**src/rtl/rf_pkg.sv**
```systemverilog
// Shared types and constants for the register-file write-back slice.
package rf_pkg;

    localparam int DW       = 32;
    localparam int AW       = 5;
    localparam int NREGS    = 32;
    localparam int REG_ZERO = 0;

    // One buffered long-latency result: destination register plus value.
    typedef struct packed {
        logic [AW-1:0] dst;
        logic [DW-1:0] data;
    } wb_entry_t;

    // One-hot select of a register; register 0 never selects anything.
    function automatic logic [NREGS-1:0] reg_onehot(input logic [AW-1:0] idx);
        logic [NREGS-1:0] v;
        v = '0;
        if (idx != AW'(REG_ZERO)) v[idx] = 1'b1;
        return v;
    endfunction

endpackage

```
**src/rtl/rf_wb_fifo.sv**
```systemverilog
// Circular FIFO of write-back entries holding long-latency results until the
// single register-file write port is free. Pointers wrap modulo DEPTH, which
// must be a power of two.
module rf_wb_fifo
    import rf_pkg::*;
#(
    parameter int  DEPTH = 4,
    localparam int CW    = $clog2(DEPTH + 1),
    localparam int PW    = $clog2(DEPTH)
) (
    input  logic          clk,
    input  logic          rst,
    input  logic          push,
    input  wb_entry_t     push_entry,
    input  logic          pop,
    output wb_entry_t     head,
    output logic [CW-1:0] count,
    output logic          full,
    output logic          empty
);

    wb_entry_t         mem [DEPTH];
    logic [PW-1:0]     wr_ptr;
    logic [PW-1:0]     rd_ptr;
    logic              do_push;
    logic              do_pop;

    assign full    = (count == CW'(DEPTH));
    assign empty   = (count == '0);
    assign do_push = push && !full;
    assign do_pop  = pop && !empty;
    assign head    = mem[rd_ptr];

    // Pointer and occupancy bookkeeping; reset flushes every entry.
    always_ff @(posedge clk) begin
        if (!rst) begin
            wr_ptr <= '0;
            rd_ptr <= '0;
            count  <= '0;
        end else begin
            if (do_push) wr_ptr <= wr_ptr + 1'b1;
            if (do_pop)  rd_ptr <= rd_ptr + 1'b1;
            unique case ({do_push, do_pop})
                2'b10:   count <= count + 1'b1;
                2'b01:   count <= count - 1'b1;
                default: ;
            endcase
        end
    end

    // Entry storage; contents are don't-care until the pointers cover them.
    always_ff @(posedge clk) begin
        if (do_push) mem[wr_ptr] <= push_entry;
    end

endmodule

```
**src/rtl/rf_wb_ctrl.sv**
```systemverilog
// Write-side controller for the 32x32 register file. ALU results take the
// single write port first; long-latency results queue in rf_wb_fifo and drain
// when the ALU is idle. A busy scoreboard tracks in-flight long-latency
// destinations for decode's RAW stall.
// Optional build macro RF_WB_BYPASS_EN: an LU result arriving while the FIFO
// is empty and the ALU is idle is written straight to the output registers.
module rf_wb_ctrl
    import rf_pkg::*;
#(
    parameter int  DEPTH = 4,
    parameter int  DW    = 32,
    parameter int  AW    = 5,
    localparam int CW    = $clog2(DEPTH + 1)
) (
    input  logic          clk,
    input  logic          rst,
    input  logic          alu_valid,
    input  logic [AW-1:0] alu_reg,
    input  logic [DW-1:0] alu_data,
    input  logic          lu_valid,
    output logic          lu_ready,
    input  logic [AW-1:0] lu_reg,
    input  logic [DW-1:0] lu_data,
    input  logic          issue_valid,
    input  logic [AW-1:0] issue_reg,
    output logic [31:0]   busy,
    output logic          rf_write,
    output logic [AW-1:0] rf_write_reg,
    output logic [DW-1:0] rf_write_data,
    output logic [CW-1:0] fifo_count
);

    wb_entry_t     lu_entry;
    wb_entry_t     fifo_head;
    logic          fifo_push;
    logic          fifo_pop;
    logic          fifo_full;
    logic          fifo_empty;
    logic          bypass;
    logic          win_valid;
    logic [AW-1:0] win_reg;
    logic [DW-1:0] win_data;
    logic [31:0]   clr_vec;
    logic [31:0]   set_vec;
    logic [31:0]   busy_next;

    assign lu_entry = '{dst: lu_reg, data: lu_data};

    // Full comes from the registered count only, so a same-cycle pop never
    // opens a slot early.
    assign lu_ready = !fifo_full;

`ifdef RF_WB_BYPASS_EN
    assign bypass = fifo_empty && !alu_valid && lu_valid;
`else
    assign bypass = 1'b0;
`endif

    assign fifo_push = lu_valid && lu_ready && !bypass;
    assign fifo_pop  = !alu_valid && !fifo_empty;

    rf_wb_fifo #(.DEPTH(DEPTH)) u_fifo (
        .clk        (clk),
        .rst        (rst),
        .push       (fifo_push),
        .push_entry (lu_entry),
        .pop        (fifo_pop),
        .head       (fifo_head),
        .count      (fifo_count),
        .full       (fifo_full),
        .empty      (fifo_empty)
    );

    // Fixed-priority pick of this cycle's write: ALU, then FIFO head, then bypass.
    always_comb begin
        win_valid = 1'b0;
        win_reg   = '0;
        win_data  = '0;
        clr_vec   = '0;
        if (alu_valid) begin
            win_valid = 1'b1;
            win_reg   = alu_reg;
            win_data  = alu_data;
        end else if (!fifo_empty) begin
            win_valid = 1'b1;
            win_reg   = fifo_head.dst;
            win_data  = fifo_head.data;
            clr_vec   = reg_onehot(fifo_head.dst);
        end else if (bypass) begin
            win_valid = 1'b1;
            win_reg   = lu_reg;
            win_data  = lu_data;
            clr_vec   = reg_onehot(lu_reg);
        end
    end

    // A new issue overrides a retiring result for the same register.
    assign set_vec   = issue_valid ? reg_onehot(issue_reg) : '0;
    assign busy_next = (busy & ~clr_vec) | set_vec;

    // Registered write port and scoreboard; register 0 writes are swallowed.
    always_ff @(posedge clk) begin
        if (!rst) begin
            rf_write      <= 1'b0;
            rf_write_reg  <= '0;
            rf_write_data <= '0;
            busy          <= '0;
        end else begin
            rf_write <= win_valid && (win_reg != AW'(REG_ZERO));
            if (win_valid) begin
                rf_write_reg  <= win_reg;
                rf_write_data <= win_data;
            end
            busy <= busy_next;
        end
    end

    // Decode must not re-issue to a register still in flight, unless its
    // result retires on this very edge.
    always_ff @(posedge clk) begin
        if (rst && issue_valid && (issue_reg != AW'(REG_ZERO)))
            assert (!busy[issue_reg] || clr_vec[issue_reg]);
    end

endmodule

```
**config.mk**
```make
export PLATFORM = sky130hd
export DESIGN_NAME = rf_wb_ctrl
export DESIGN_NICKNAME = d
export VERILOG_FILES = /design/src/rtl/rf_pkg.sv /design/src/rtl/rf_wb_fifo.sv /design/src/rtl/rf_wb_ctrl.sv
export SDC_FILE = /design/constraint.sdc
export NUM_CORES = 1
export LEC_CHECK = 0
export CAP_MARGIN = 5
export CORE_ASPECT_RATIO = 0.7
export CORE_MARGIN = 8
export CORE_UTILIZATION = 40
export DETAILED_ROUTE_END_ITERATION = 12
export PLACE_DENSITY = 0.66
export SYNTH_ARGS = -nofsm -noshare
export SYNTH_HDL_FRONTEND = slang
export SYNTH_SLANG_ARGS = --single-unit
```
**constraint.sdc**
```tcl
create_clock -name clk -period 2.4 [get_ports clk]
set_clock_uncertainty 0.1 [all_clocks]
set_input_delay 0.72 -clock clk [delete_from_list [all_inputs] [get_ports clk]]
set_output_delay 0.72 -clock clk [all_outputs]
set_load 0.01 [all_outputs]
```
**After elaboration in Yosys (flattened, before gate mapping)**

Memories as Yosys holds them, arrays and structs flattened. A register that Yosys moved wholly into a read port is not among the register bits.
Cells that the tools add are included.

- Bits in registers: 77
- Memory bits (writable): 148
- Input port bits: 84
- Output and inout port bits: 74
- Logic and storage cells: 57
- Memories: 1

- Add/sub/neg operators: 4
- Magnitude comparators: 4
- Eq/ne operators: 3
- Multiplexer cells: 20
- Bitwise logic cells: 3
- Reductions and logical operators: 15

Memory list:

| name | depth | bits a word | read ports | clocked after memory_dff | wr ports | RTL line | source |
|---|---|---|---|---|---|---|---|
| u_fifo.mem | 4 | 37 | 1 | 1 | 1 | rf_wb_fifo.sv:22 | `wb_entry_t mem [DEPTH];` |

Operators by type and width:

| operator | count |
|---|---|
| two-way mux 32 bit | 7 |
| AND 32 bit | 1 |
| inverter 32 bit | 1 |
| bitwise OR 32 bit | 1 |
| nonzero test 5 bit | 3 |
| less-than comparator 5 x 6 -> 1 bit (second input constant) | 2 |
| demux 1 bit (select 5 bit) | 2 |
| greater-or-equal comparator 5 x 1 -> 1 bit (second input constant) | 2 |
| two-way mux 5 bit | 2 |
| logical AND 1 bit | 7 |
| two-way mux 1 bit | 6 |
| one-hot mux 3 bit (2 select lines) | 1 |
| adder 2 x 1 -> 2 bit (second input constant) | 2 |
| two-way mux 2 bit | 2 |
| adder 3 x 1 -> 3 bit (second input constant) | 1 |
| == test 3 bit (second input constant) | 1 |
| zero test 1 bit | 3 |
| zero test 3 bit | 1 |
| subtractor 3 x 1 -> 3 bit (second input constant) | 1 |
| == test 2 x 1 -> 1 bit (second input constant) | 1 |
| == test 2 bit (second input constant) | 1 |
| nonzero test 2 bit | 1 |

**Depth between registers and ports, before layout**

- Depth in word-level cells: 10
- Depth in mapped cells: 9
- Mapped depth without buffers: 8

**Modules after synthesis**

From an unflattened synthesis, not the netlist that was laid out.

- Cells, all modules: 596
- Area, all modules: 9022.4 µm²

By module, submodules not included:

| module | times used | cells an instance | area an instance (µm²) | sequential area each (µm²) |
|---|---|---|---|---|
| rf_wb_fifo | 1 | 247 | 5863.1 | 4624.4 |
| rf_wb_ctrl | 1 | 349 | 3159.3 | 1401.3 |

**Worst setup path before layout**

OpenSTA, ideal clock, no wires.

- Path kind: input port to flip-flop
- From: input alu_valid
- To: register u_fifo.count[2]
- Library setup time: 73 ps
- Arrival time: 2359 ps
- Required time: 2227 ps
- Path slack: -132 ps
- Stages: 9
- Path buffers: 2
- Cell sequence: buf_2 clkbuf_1 nor2_1 ha_1 inv_1 fa_1 xor2_1 or3_1 a21oi_1

- Cells in the longest elaborated chain, start to end: 5
- Elaborated cells between the ends (all ways): 7
- Those cells by class: eq/ne (2); mux (1); reduce/logical (4)

RTL lines:

| element | RTL line | source |
|---|---|---|
| from (decl) | rf_wb_ctrl.sv:17 | `input logic alu_valid,` |
| zero test 1 bit * | rf_wb_ctrl.sv:60 | `assign fifo_pop = !alu_valid && !fifo_empty;` |
| logical AND 1 bit * | rf_wb_ctrl.sv:60 |  |
| logical AND 1 bit * | rf_wb_fifo.sv:31 | `assign do_pop = pop && !empty;` |
| via u_fifo.do_pop | rf_wb_fifo.sv:26 | `logic do_pop;` |
| == test 2 x 1 -> 1 bit or == test 2 bit (tied branches) | rf_wb_fifo.sv:43 | `unique case ({do_push, do_pop})` |
| one-hot mux 3 bit (2 select lines) or nonzero test 2 bit (tied branches) | - |  |
| to (signal assigned) | rf_wb_fifo.sv:44 | `2'b10: count <= count + 1'b1;` |
| to (signal assigned) | rf_wb_fifo.sv:45 | `2'b01: count <= count - 1'b1;` |
| to (decl) | rf_wb_fifo.sv:17 | `output logic [CW-1:0] count,` |

The timed path passes the listed nets; every way through them passes the cells marked *.
A chain may end at the register's enable or synchronous reset.

**Worst setup path after layout**

- From: register u_fifo.count[0]
- To: output fifo_count[0]

RTL lines:

| element | RTL line | source |
|---|---|---|
| to (decl) | rf_wb_ctrl.sv:30 | `output logic [CW-1:0] fifo_count` |

No word-level cell between the ends.

==> impl_results.html <==
<table>
<tr><th>Metric</th><th>Value</th></tr>
<tr><th colspan="2">Critical path</th></tr>
<tr><td>Class of the most critical setup path</td><td>flop to output port</td></tr>
<tr><td>WP depth</td><td>2</td></tr>
<tr><td>Critical Path RT</td><td>about 1.6 ns</td></tr>
<tr><td>Largest driver fanout on the critical path</td><td>5</td></tr>
<tr><td>Slowest library cell on the worst path</td><td>sky130_fd_sc_hd__clkdlybuf4s50_1</td></tr>
<tr><td>Logic depth of the worst register-to-register path</td><td>3</td></tr>
<tr><td>Kind of start point of the critical path</td><td>flop</td></tr>
<tr><td>Critical-path cell list</td><td>buf_4 -&gt; clkdlybuf4s50_1</td></tr>
<tr><td>Endpoint type of the worst setup path</td><td>output port</td></tr>
<tr><td>Crit path max-delay family</td><td>buffers and inverters</td></tr>
<tr><td>Arrival @ worst endpoint</td><td>1.51 ns</td></tr>
<tr><td>Slowest Stage Delay on Critical Path</td><td>0.54 ns</td></tr>
<tr><td>Buffers &amp; Inverters on Critical Path</td><td>2</td></tr>
<tr><th colspan="2">Cells and area</th></tr>
<tr><td>Finished layout cell area</td><td>11700 um^2</td></tr>
<tr><td>Register with the most flip-flops</td><td>u_fifo.mem</td></tr>
<tr><td>Total Nets Final</td><td>879</td></tr>
<tr><td>Largest regs</td><td>u_fifo.mem x148, busy x32, rf_write_data x32</td></tr>
<tr><td>Max FFs per register</td><td>148</td></tr>
<tr><td>Sequential cell area</td><td>6030 um^2</td></tr>
<tr><td>Most common cell after layout, fill and taps aside</td><td>sky130_fd_sc_hd__clkdlybuf4s50_1</td></tr>
<tr><td>Area used by multi-input combinational logic</td><td>roughly 2700 um^2</td></tr>
<tr><td>Fraction of layout instances using a drive strength above 1</td><td>about 15%</td></tr>
<tr><td>Area delta synth-&gt;final</td><td>30.4%</td></tr>
<tr><td>Final-layout fill cell count</td><td>~1800</td></tr>
<tr><td>Most used cells in the layout excluding fill and tap cells</td><td>154 x sky130_fd_sc_hd__clkdlybuf4s50_1, 148 x sky130_fd_sc_hd__edfxtp_1, 96 x sky130_fd_sc_hd__a21oi_1, 76 x sky130_fd_sc_hd__dfxtp_1, 55 x sky130_fd_sc_hd__nand2_1</td></tr>
<tr><td>Post-Route Utilization</td><td>a little over half</td></tr>
<tr><td>Diodes inserted</td><td>0</td></tr>
<tr><th colspan="2">Power</th></tr>
<tr><td>Power per Cell Area</td><td>~940 nW/um^2</td></tr>
<tr><td>Sequential share of power</td><td>~43%</td></tr>
<tr><td>Share of power burned in the clock network</td><td>approximately a third</td></tr>
<tr><td>Comb pwr share</td><td>approximately a quarter</td></tr>
<tr><td>Switching part of the total power</td><td>29.1%</td></tr>
<tr><td>Internal Dissipation</td><td>7810 uW</td></tr>
<tr><td>IR drop worst, VDD</td><td>0.493 mV</td></tr>
<tr><td>Leakage power</td><td>0.00388 uW</td></tr>
<tr><td>Pwr Total</td><td>approximately 11000 uW</td></tr>
<tr><td>P_sw</td><td>between 3000 and 4000 uW</td></tr>
<tr><th colspan="2">Placement</th></tr>
<tr><td>Number of buffers added on ports</td><td>around 160</td></tr>
<tr><td>Weighted congestion reported at the end of routability-driven placement</td><td>~0.78</td></tr>
<tr><td>Placed instance area</td><td>approximately 11000 um^2</td></tr>
<tr><td>DPL Wire Length</td><td>15900 um</td></tr>
<tr><td>Setup slack after placement</td><td>-0.180 ns</td></tr>
<tr><th colspan="2">CTS</th></tr>
<tr><td>Buffer depth of the longest clock path</td><td>3</td></tr>
<tr><td>Root Buffer Master</td><td>sky130_fd_sc_hd__clkbuf_16</td></tr>
<tr><td>Clock insertion delay at the later pin of the skew report</td><td>about 0.51 ns</td></tr>
<tr><td>Clock sinks</td><td>approximately 230</td></tr>
<tr><td>Number of buffers created by CTS</td><td>23</td></tr>
<tr><td>H-tree depth</td><td>1</td></tr>
<tr><td>Post-CTS Setup Inserts</td><td>0</td></tr>
<tr><td>Clock slew seen by the registers of the worst setup and hold paths</td><td>roughly 0.060 ns</td></tr>
<tr><td>TritonCTS clock tree</td><td>yes</td></tr>
<tr><th colspan="2">Synth</th></tr>
<tr><td>Post-synthesis net count</td><td>between 700 and 800</td></tr>
<tr><td>Part of the Yosys area used for sequential elements</td><td>~67%</td></tr>
<tr><td>Post-Synthesis Mean Instance Area</td><td>~14 um^2</td></tr>
<tr><td>Post-synthesis instance total</td><td>approximately 640</td></tr>
<tr><td>Synth warnings</td><td>0</td></tr>
<tr><td>Prevailing post-synth register cell</td><td>sky130_fd_sc_hd__edfxtp_1</td></tr>
<tr><td>Number of enable flip-flop cells after synthesis</td><td>roughly 150</td></tr>
<tr><td>Share of flip-flops with an asynchronous set or reset</td><td>0%</td></tr>
<tr><td>Netlist Area Pre-Place</td><td>8950 um^2</td></tr>
<tr><td>Count of cell types in the netlist</td><td>43</td></tr>
<tr><td>Flip-flop and latch count after synthesis</td><td>around 230</td></tr>
<tr><th colspan="2">Global route</th></tr>
<tr><td>Overall overflow remaining after global route</td><td>0</td></tr>
<tr><td>Pin count of the biggest net entering global routing</td><td>44</td></tr>
<tr><td>Global-route usage over all layers</td><td>~16%</td></tr>
<tr><td>Number of global-route vias before repair</td><td>approximately 6200</td></tr>
<tr><td>Initial antenna violation count</td><td>7</td></tr>
<tr><td>First-pass GRT wire length</td><td>roughly 36000 um</td></tr>
<tr><th colspan="2">Detailed routing</th></tr>
<tr><td>Via count</td><td>between 6000 and 7000</td></tr>
<tr><td>Aggregate routed wire length</td><td>approximately 24000 um</td></tr>
<tr><td>DR WL/cell</td><td>approximately 22 um</td></tr>
<tr><td>Iteration-0 DRC Markers</td><td>about 620</td></tr>
<tr><td>Number of nets with antenna violations after detailed routing</td><td>0</td></tr>
<tr><td>DRC Markers</td><td>0</td></tr>
<tr><td>First-pass detailed-route iteration total</td><td>5</td></tr>
<tr><td>Number of vias per cell after detailed routing</td><td>around 5.7</td></tr>
<tr><th colspan="2">Floorplan</th></tr>
<tr><td>Initial Utilization</td><td>about two fifths</td></tr>
<tr><td>Number of primary I/O pins</td><td>between 150 and 200</td></tr>
<tr><td>Die extent in x</td><td>195 um</td></tr>
<tr><td>Standard-cell row count</td><td>between 40 and 50</td></tr>
<tr><td>Die area</td><td>~28000 um^2</td></tr>
<tr><td>Core Box Area</td><td>~22000 um^2</td></tr>
<tr><td>Die Ht</td><td>141 um</td></tr>
<tr><th colspan="2">STA</th></tr>
<tr><td>Transition time at the pin with the least slew margin</td><td>~0.71 ns</td></tr>
<tr><td>PnR worst setup slack</td><td>~0.070 ns</td></tr>
<tr><td>Max-Slew Margin vs Limit</td><td>a little over half</td></tr>
<tr><td>Clock period minus worst slack</td><td>approximately 2.3 ns</td></tr>
<tr><td>Hold slack final</td><td>between 0.3 and 0.4 ns</td></tr>
<tr><td>Unrepaired setup endpoints after global routing</td><td>false</td></tr>
<tr><td>Max-slew violation count</td><td>0</td></tr>
<tr><td>Final hold violation count</td><td>0</td></tr>
<tr><td>Final number of setup-violating endpoints</td><td>0</td></tr>
<tr><td>Part of the cycle the worst path needs</td><td>between 90% and 100%</td></tr>
<tr><td>Achievable frequency</td><td>between 400 and 500 MHz</td></tr>
<tr><th colspan="2">Min path</th></tr>
<tr><td>Class of the tightest hold or removal check</td><td>flop to flop</td></tr>
<tr><td>Number of cells on the worst hold path</td><td>1</td></tr>
<tr><th colspan="2">Status</th></tr>
<tr><td>Status</td><td>complete, no violations</td></tr>
<tr><th colspan="2">Flow run</th></tr>
<tr><td># Max-Cap Violations</td><td>0</td></tr>
</table>
-- cells in the mapped netlist, drive strengths merged (3+ instances only) --
library cell	count	area [um^2]
a21oi	96	480
a22oi	31	233
a31oi	15	93.8
a41oi	16	148
and3	5	31.3
and3b	3	26.3
buf	22	115
clkbuf	36	136
dfxtp	79	1580
edfxtp	148	4440
ha	5	62.6
inv	7	26.3
mux4	37	833
nand2	55	206
nand3	3	15.0
nor2	5	21.3
nor3	4	25.0
nor3b	3	22.5
o21ai	38	190
or3	3	18.8
-- final timing paths --
path	from	endpoint	slack, ns
setup / recovery	u_fifo.count[0]	fifo_count[0]	0.07
hold / removal	busy[0]	busy[0]	0.36
setup reg to reg	flop	busy[30]	0.08
hold reg to reg	busy[0]	busy[0]	0.36
-- power by group through the flow --
| stage | sequential (uW) | combinational, uW | clock [uW] |
|---|---|---|---|
| global placement | 4810 | 2700 | 0 |
| floorplan | 4840 | 1650 | 0 |
| global route | 4790 | 3000 | 3710 |
| CTS | 4750 | 2800 | 3550 |
| detailed placement | 4830 | 2790 | 0 |
| finish | 4750 | 2780 | 3490 |
-- cell type report --
cell class,instances,area share (%)
clock buffers,29,5.29
inverters,8,0.257
flip-flops and latches,227,51.6
repair buffers,187,15.8
clock inverters,13,1.02
multi-input cells,342,22.9
well taps,282,3.02
-- worst register-to-register path, cell delays in order, from the launching register on --
cell and delay (ns):
sky130_fd_sc_hd__dfxtp_2 0.49, sky130_fd_sc_hd__mux4_2 0.67, sky130_fd_sc_hd__nor4b_4 0.65, sky130_fd_sc_hd__a41oi_1 0.24
-- logic make-up after synthesis --
group,share of synthesized area [%]
AND/OR/NAND/NOR,5.92
XOR/XNOR,0.196
flip-flops,67.3
buffers and inverters,3.14
multiplexers,9.31
AO/OA/AOI/OAI,13.2
adder cells (fa/ha/maj),0.922
-- per-layer routing --
metal | vias to the layer above | track usage (%) | wire (um)
met5 | - | 0 | 91
met4 | 14 | 4.14 | 499
met3 | 44 | 4.99 | 1950
met2 | 243 | 26.3 | 11000
met1 | 3087 | 21.7 | 10200
li1 | 2765 | - | -
-- repair_timing --
action / 4_1_cts / 5_1_grt
endpoints found under the hold margin: 0 / 0
hold buffers: 0 / 0
setup endpoints to repair: 1 / 0
gates resized for setup: 5 / 0
-- through the flow --
step / TNS, ns / cells
finish: 0 / 1088
global route: 0 / 1088
CTS: 0 / 1088
detailed placement: -0.208 / 1046
global placement: -0.123 / 1046
floorplan: -0.0131 / 635
(Power assumes the default switching activity.)
